### src/rtl/mem_arbiter.sv
// Two-port (fetch/data) arbiter onto a single in-order memory port.
// An in-flight tag FIFO records each grant's source and steers responses back to it.
module mem_arbiter #(
    parameter int DEPTH    = 4,
    parameter int MAX_DPRI = 3
) (
    input  logic        clk,
    input  logic        rst,
    input  logic        imemreq_val,
    output logic        imemreq_rdy,
    input  logic [31:0] imemreq_addr,
    output logic        imemresp_val,
    output logic [31:0] imemresp_data,
    input  logic        dmemreq_val,
    output logic        dmemreq_rdy,
    input  logic        dmemreq_type,
    input  logic [31:0] dmemreq_addr,
    input  logic [31:0] dmemreq_wdata,
    output logic        dmemresp_val,
    output logic [31:0] dmemresp_data,
    output logic        memreq_val,
    input  logic        memreq_rdy,
    output logic        memreq_type,
    output logic [31:0] memreq_addr,
    output logic [31:0] memreq_wdata,
    input  logic        memresp_val,
    input  logic [31:0] memresp_data,
    output logic        err_orphan
);
    localparam int PW = $clog2(DEPTH);
    localparam int CW = PW + 1;
    localparam int SW = $clog2(MAX_DPRI + 1);

    typedef struct packed {
        logic        typ;
        logic [31:0] addr;
        logic [31:0] wdata;
    } req_t;

    logic [DEPTH-1:0] tags;
    logic [PW-1:0]    rd_ptr, wr_ptr;
    logic [CW-1:0]    count;
    logic [SW-1:0]    dstreak;
    logic             can_issue, sel_data, fire, pop;
    req_t             req;

    always_comb begin
        can_issue = (count < CW'(DEPTH)) & ~rst;
        // Data wins ties until the streak saturates, then fetch gets one grant.
        sel_data  = dmemreq_val & (~imemreq_val | (dstreak != SW'(MAX_DPRI)));
        memreq_val = can_issue & (imemreq_val | dmemreq_val);
        fire       = memreq_val & memreq_rdy;
        req = '0;
        if (!rst) begin
            if (sel_data)
                req = '{dmemreq_type, dmemreq_addr, dmemreq_wdata};
            else if (imemreq_val)
                req = '{1'b0, imemreq_addr, 32'h0};
        end
        memreq_type  = req.typ;
        memreq_addr  = req.addr;
        memreq_wdata = req.wdata;
        dmemreq_rdy  = fire & sel_data;
        imemreq_rdy  = fire & ~sel_data;
        pop           = memresp_val & (count != '0) & ~rst;
        imemresp_val  = pop & ~tags[rd_ptr];
        dmemresp_val  = pop & tags[rd_ptr];
        imemresp_data = rst ? 32'h0 : memresp_data;
        dmemresp_data = rst ? 32'h0 : memresp_data;
    end

    always_ff @(posedge clk or posedge rst) begin
        if (rst) begin
            tags       <= '0;
            rd_ptr     <= '0;
            wr_ptr     <= '0;
            count      <= '0;
            dstreak    <= '0;
            err_orphan <= 1'b0;
        end else begin
            if (fire) begin
                tags[wr_ptr] <= sel_data;
                wr_ptr       <= wr_ptr + PW'(1);
            end
            if (pop)
                rd_ptr <= rd_ptr + PW'(1);
            case ({fire, pop})
                2'b10:   count <= count + CW'(1);
                2'b01:   count <= count - CW'(1);
                default: count <= count;
            endcase
            if (memresp_val && count == '0)
                err_orphan <= 1'b1;
            if (fire && sel_data && imemreq_val) begin
                if (dstreak != SW'(MAX_DPRI))
                    dstreak <= dstreak + SW'(1);
            end else if ((fire && !sel_data) || !imemreq_val) begin
                dstreak <= '0;
            end
        end
    end
endmodule

### config.mk
export PLATFORM = sky130hd
export DESIGN_NAME = mem_arbiter
export DESIGN_NICKNAME = d
export VERILOG_FILES = /design/src/rtl/mem_arbiter.sv
export SDC_FILE = /design/constraint.sdc
export NUM_CORES = 1
export LEC_CHECK = 0
export CAP_MARGIN = 20
export CELL_PAD_IN_SITES_DETAIL_PLACEMENT = 0
export CELL_PAD_IN_SITES_GLOBAL_PLACEMENT = 1
export CORE_MARGIN = 2
export CORE_UTILIZATION = 15
export CTS_CLUSTER_DIAMETER = 80
export CTS_CLUSTER_SIZE = 25
export DETAILED_ROUTE_END_ITERATION = 8
export PLACE_DENSITY = 0.84
export SLEW_MARGIN = 20
export SYNTH_ARGS = -nofsm -noshare
export SYNTH_HDL_FRONTEND = slang
export SYNTH_SLANG_ARGS = --single-unit
export TNS_END_PERCENT = 50
### constraint.sdc
create_clock -name clk -period 2.1 [get_ports clk]
set_input_delay 0.21 -clock clk [delete_from_list [all_inputs] [get_ports clk]]
set_output_delay 0.21 -clock clk [all_outputs]
set_load 0.005 [all_outputs]
==> flow_metrics.tcl <==
set metrics [dict create \
    status "finished, final reports clean" \
    required_ps 1890 \
    cp_max_fo 24 \
    fin_hold_ws_ps 454 \
    cp-endpoint "memreq_wdata[1]" \
    slew_violations 0 \
    finalHoldViolCount 0 \
    grt_max_degree 33 \
    portBuffers 269 \
    synthCells 215 \
    crit_family "buffers and inverters" \
    syn_area_sq_mm 0.00190 \
    io_pins 270 \
    grt_pass1_vias 2768 \
    worstPathArrival_ps 1840 \
    drc 0 \
    yosys.area_share.simple_pct 30.9 \
    synth_ff_type "dfrtp_1" \
    synth_top_family_by_area "simple AND/OR/NAND/NOR gates" \
    hold_buffers 0 \
    synthArstFlopShare_pct 100 \
    period_share_pct 97.6 \
    fp.coreArea_sq_mm 0.0125 \
    worst_setup_path_end_kind "output port" \
    post_drt_via_cell_ratio 4.10 \
    synthesis.nets 357 \
    power_density_mw_per_mm2 413 \
    nets 634 \
    cts_tree "yes" \
    synth.avg_cell_area_sq_um 8.82 \
    min_period_ps 2050 \
    path_cells "ha_4, a21boi_4, buf_12, buf_4, buf_12, and3_1, dlygate4sd2_1" \
    ff2ff_setup_slack_ps 250 \
    layout-drive-gt1-share_pct 19.6 \
    std_cell_rows 41 \
    fmax_mhz 488 \
    cts_buffers 3 \
    fp.dieW_microns 116 \
    overflow 0 \
    path_depth 7 \
    syn2layout_area_growth_pct 159 \
    rsz0062_at_grt "yes" \
    die_area_sq_mm 0.0136 \
    synth_compound_area_share_pct 15.8 \
    drt_wl_total_microns 10500 \
    cts.sinks 14 \
    synth_xor_area_share_pct 2.77 \
    clk_path_buf_depth 2 \
    hpwl_microns 7730 \
    ys_types 36 \
    hold_class "input port to async pin" \
    slowest_delay_ps 410 \
    vdd_drop_max_v 0.000237 \
    r2r_start "count[2]" \
    htree_levels 1 \
    timing.critical_path.mode_cell "buf_12" \
    root_buffer "clkbuf_16" \
    crit_start "dstreak[0]" \
    drv_cap 0 \
    critical_path.startpoint_type "flip-flop" \
    fin_skew_ps 2.56 \
    worstRegToRegCells 8 \
    synthAdderAreaFrac_pct 5.01 \
    r2r_end "count[2]" \
    setup_viol 0 \
    worst_slew_pin_slew_ps 344 \
    antennaDiodeCount 0 \
    vias 2712 \
    synth_seq_area_share_pct 18.5 \
    die_y_microns 116 \
    critPathBufInv 4 \
    ys_seq_elements 14 \
    clkTransAtPathRegs_ps 40 \
    slew_headroom_pct 76.8 \
    cp_slowest_cell "dfrtp_1" \
    muxShareOfSynthArea_pct 6.73 \
    tns_ps 0 \
    synth_edf_count 0 \
    gp_congestion 0.738 \
    ant_nets 0 \
    antenna_found_initial 0 \
    drt_iter0_markers 73 \
    crit_type "flip-flop to output port" \
    routedWlPerCell_microns 15.8 \
    grtUsageTotal_pct 13.5 \
    yosysWarningCount 0 \
    initial_core_util_pct 15.2 \
    total_power_mw 2.03 \
    drtPass1Iterations 4 \
    grt_pass1_wl_microns 14400 \
    power_leakage_nw 2.46 \
    clock_latency_ps 240 \
]
Yosys cell counts (3+ instances only):
library cell / n / share of area [%]
and4_1: 3 / 1.4
ha_1: 6 / 4.0
nor2b_1: 33 / 11
and2_1: 3 / 0.99
xor2_1: 4 / 1.8
mux2i_1: 3 / 1.6
mux2_4: 5 / 4.0
clkbuf_1: 8 / 1.6
a22o_1: 32 / 15
inv_1: 5 / 0.99
and3_1: 33 / 11
buf_4: 35 / 14
dfrtp_1: 14 / 18
buf_6: 5 / 3.0
repair_timing:
item / 4_1_cts / 5_1_grt
endpoints found under the setup margin: 91 / 34
buffers inserted: 20 / 10
endpoints found under the hold margin: 0 / 0
gates resized for setup: 74 / 58
pin swaps: 15 / 4
cloned: 4 / 1
stage by stage:
step	cells	utilization (%)	setup slack [ps]	instance area [sq um]
2_1_floorplan	215	-	316	1900
3_3_place_gp	625	37.0	-210	4610
3_5_place_dp	625	37.0	-245	4610
4_1_cts	652	39.1	-103	4870
5_1_grt	662	39.5	-100	4920
6_report	662	39.5	50.5	4920
layer usage:
metal  wire, microns  vias up  GRT usage (%)
met4              18        0           1.67
met1            3630     1261           13.6
met3            1160        2           2.91
met2            5670      174           28.4
met5               0        -              0
li1                -     1275              -
cell usage in the layout, fill, tap and decap left out, drive strengths merged, types with 2 or more instances in the layout:
cell type and instances:
clkdlybuf4s50 200, buf 50, dlygate4sd2 35, nor2b 34, and3 34, a22o 32
clkbuf 24, dfrtp 14, dlymetal6s2s 10, inv 7, and2 7, ha 6
mux2 5, xor2 4, and4 4, mux2i 3, clkdlybuf4s15 3, nor2 3
nand2 2, xnor2 2, nor3b 2
layout make-up:
| type | count | area (sq um) |
|---|---|---|
| Fill cell | 1241 | 7550 |
| Timing Repair Buffer | 319 | 3030 |
| Multi-Input combinational cell | 147 | 1220 |
| Sequential cell | 14 | 350 |
| Tap cell | 172 | 215 |
| Clock buffer | 3 | 75.1 |
| Inverter | 7 | 26.3 |
worst min path at each step:
stage	endpoint	from	depth (start not counted)
final	tags[2]	rst	4
after global routing	tags[2]	rst	4
after CTS	tags[2]	rst	4
after detailed placement	err_orphan	err_orphan	1
after global placement	err_orphan	err_orphan	1
after floorplan	err_orphan	memresp_val	1
report_power, final:
part / total (mW) / internal, mW / switching [mW]
logic: 1.18 / 0.782 / 0.400
clock network: 0.353 / 0.249 / 0.104
registers: 0.498 / 0.392 / 0.106
flip-flops by register name, summed over array words and instances, names as in the netlist:
signal,count
count,3
dstreak,2
err_orphan,1
rd_ptr,2
tags,4
wr_ptr,2
worst min-delay path: stages:
cell	delay (ps)
dlygate4sd2_1	320
buf_4	170
inv_2	110
buf_4	240
kinds of logic (layout without fill, tap and decap cells):
family	count (synthesis)	count (layout)
mux	9	9
fa+ha+maj	7	7
buf+inv	57	329
simple gates	88	91
flops	14	14
xor+xnor	6	6
compound gates	34	34
No activity file was read; power rests on OpenSTA's default activity.
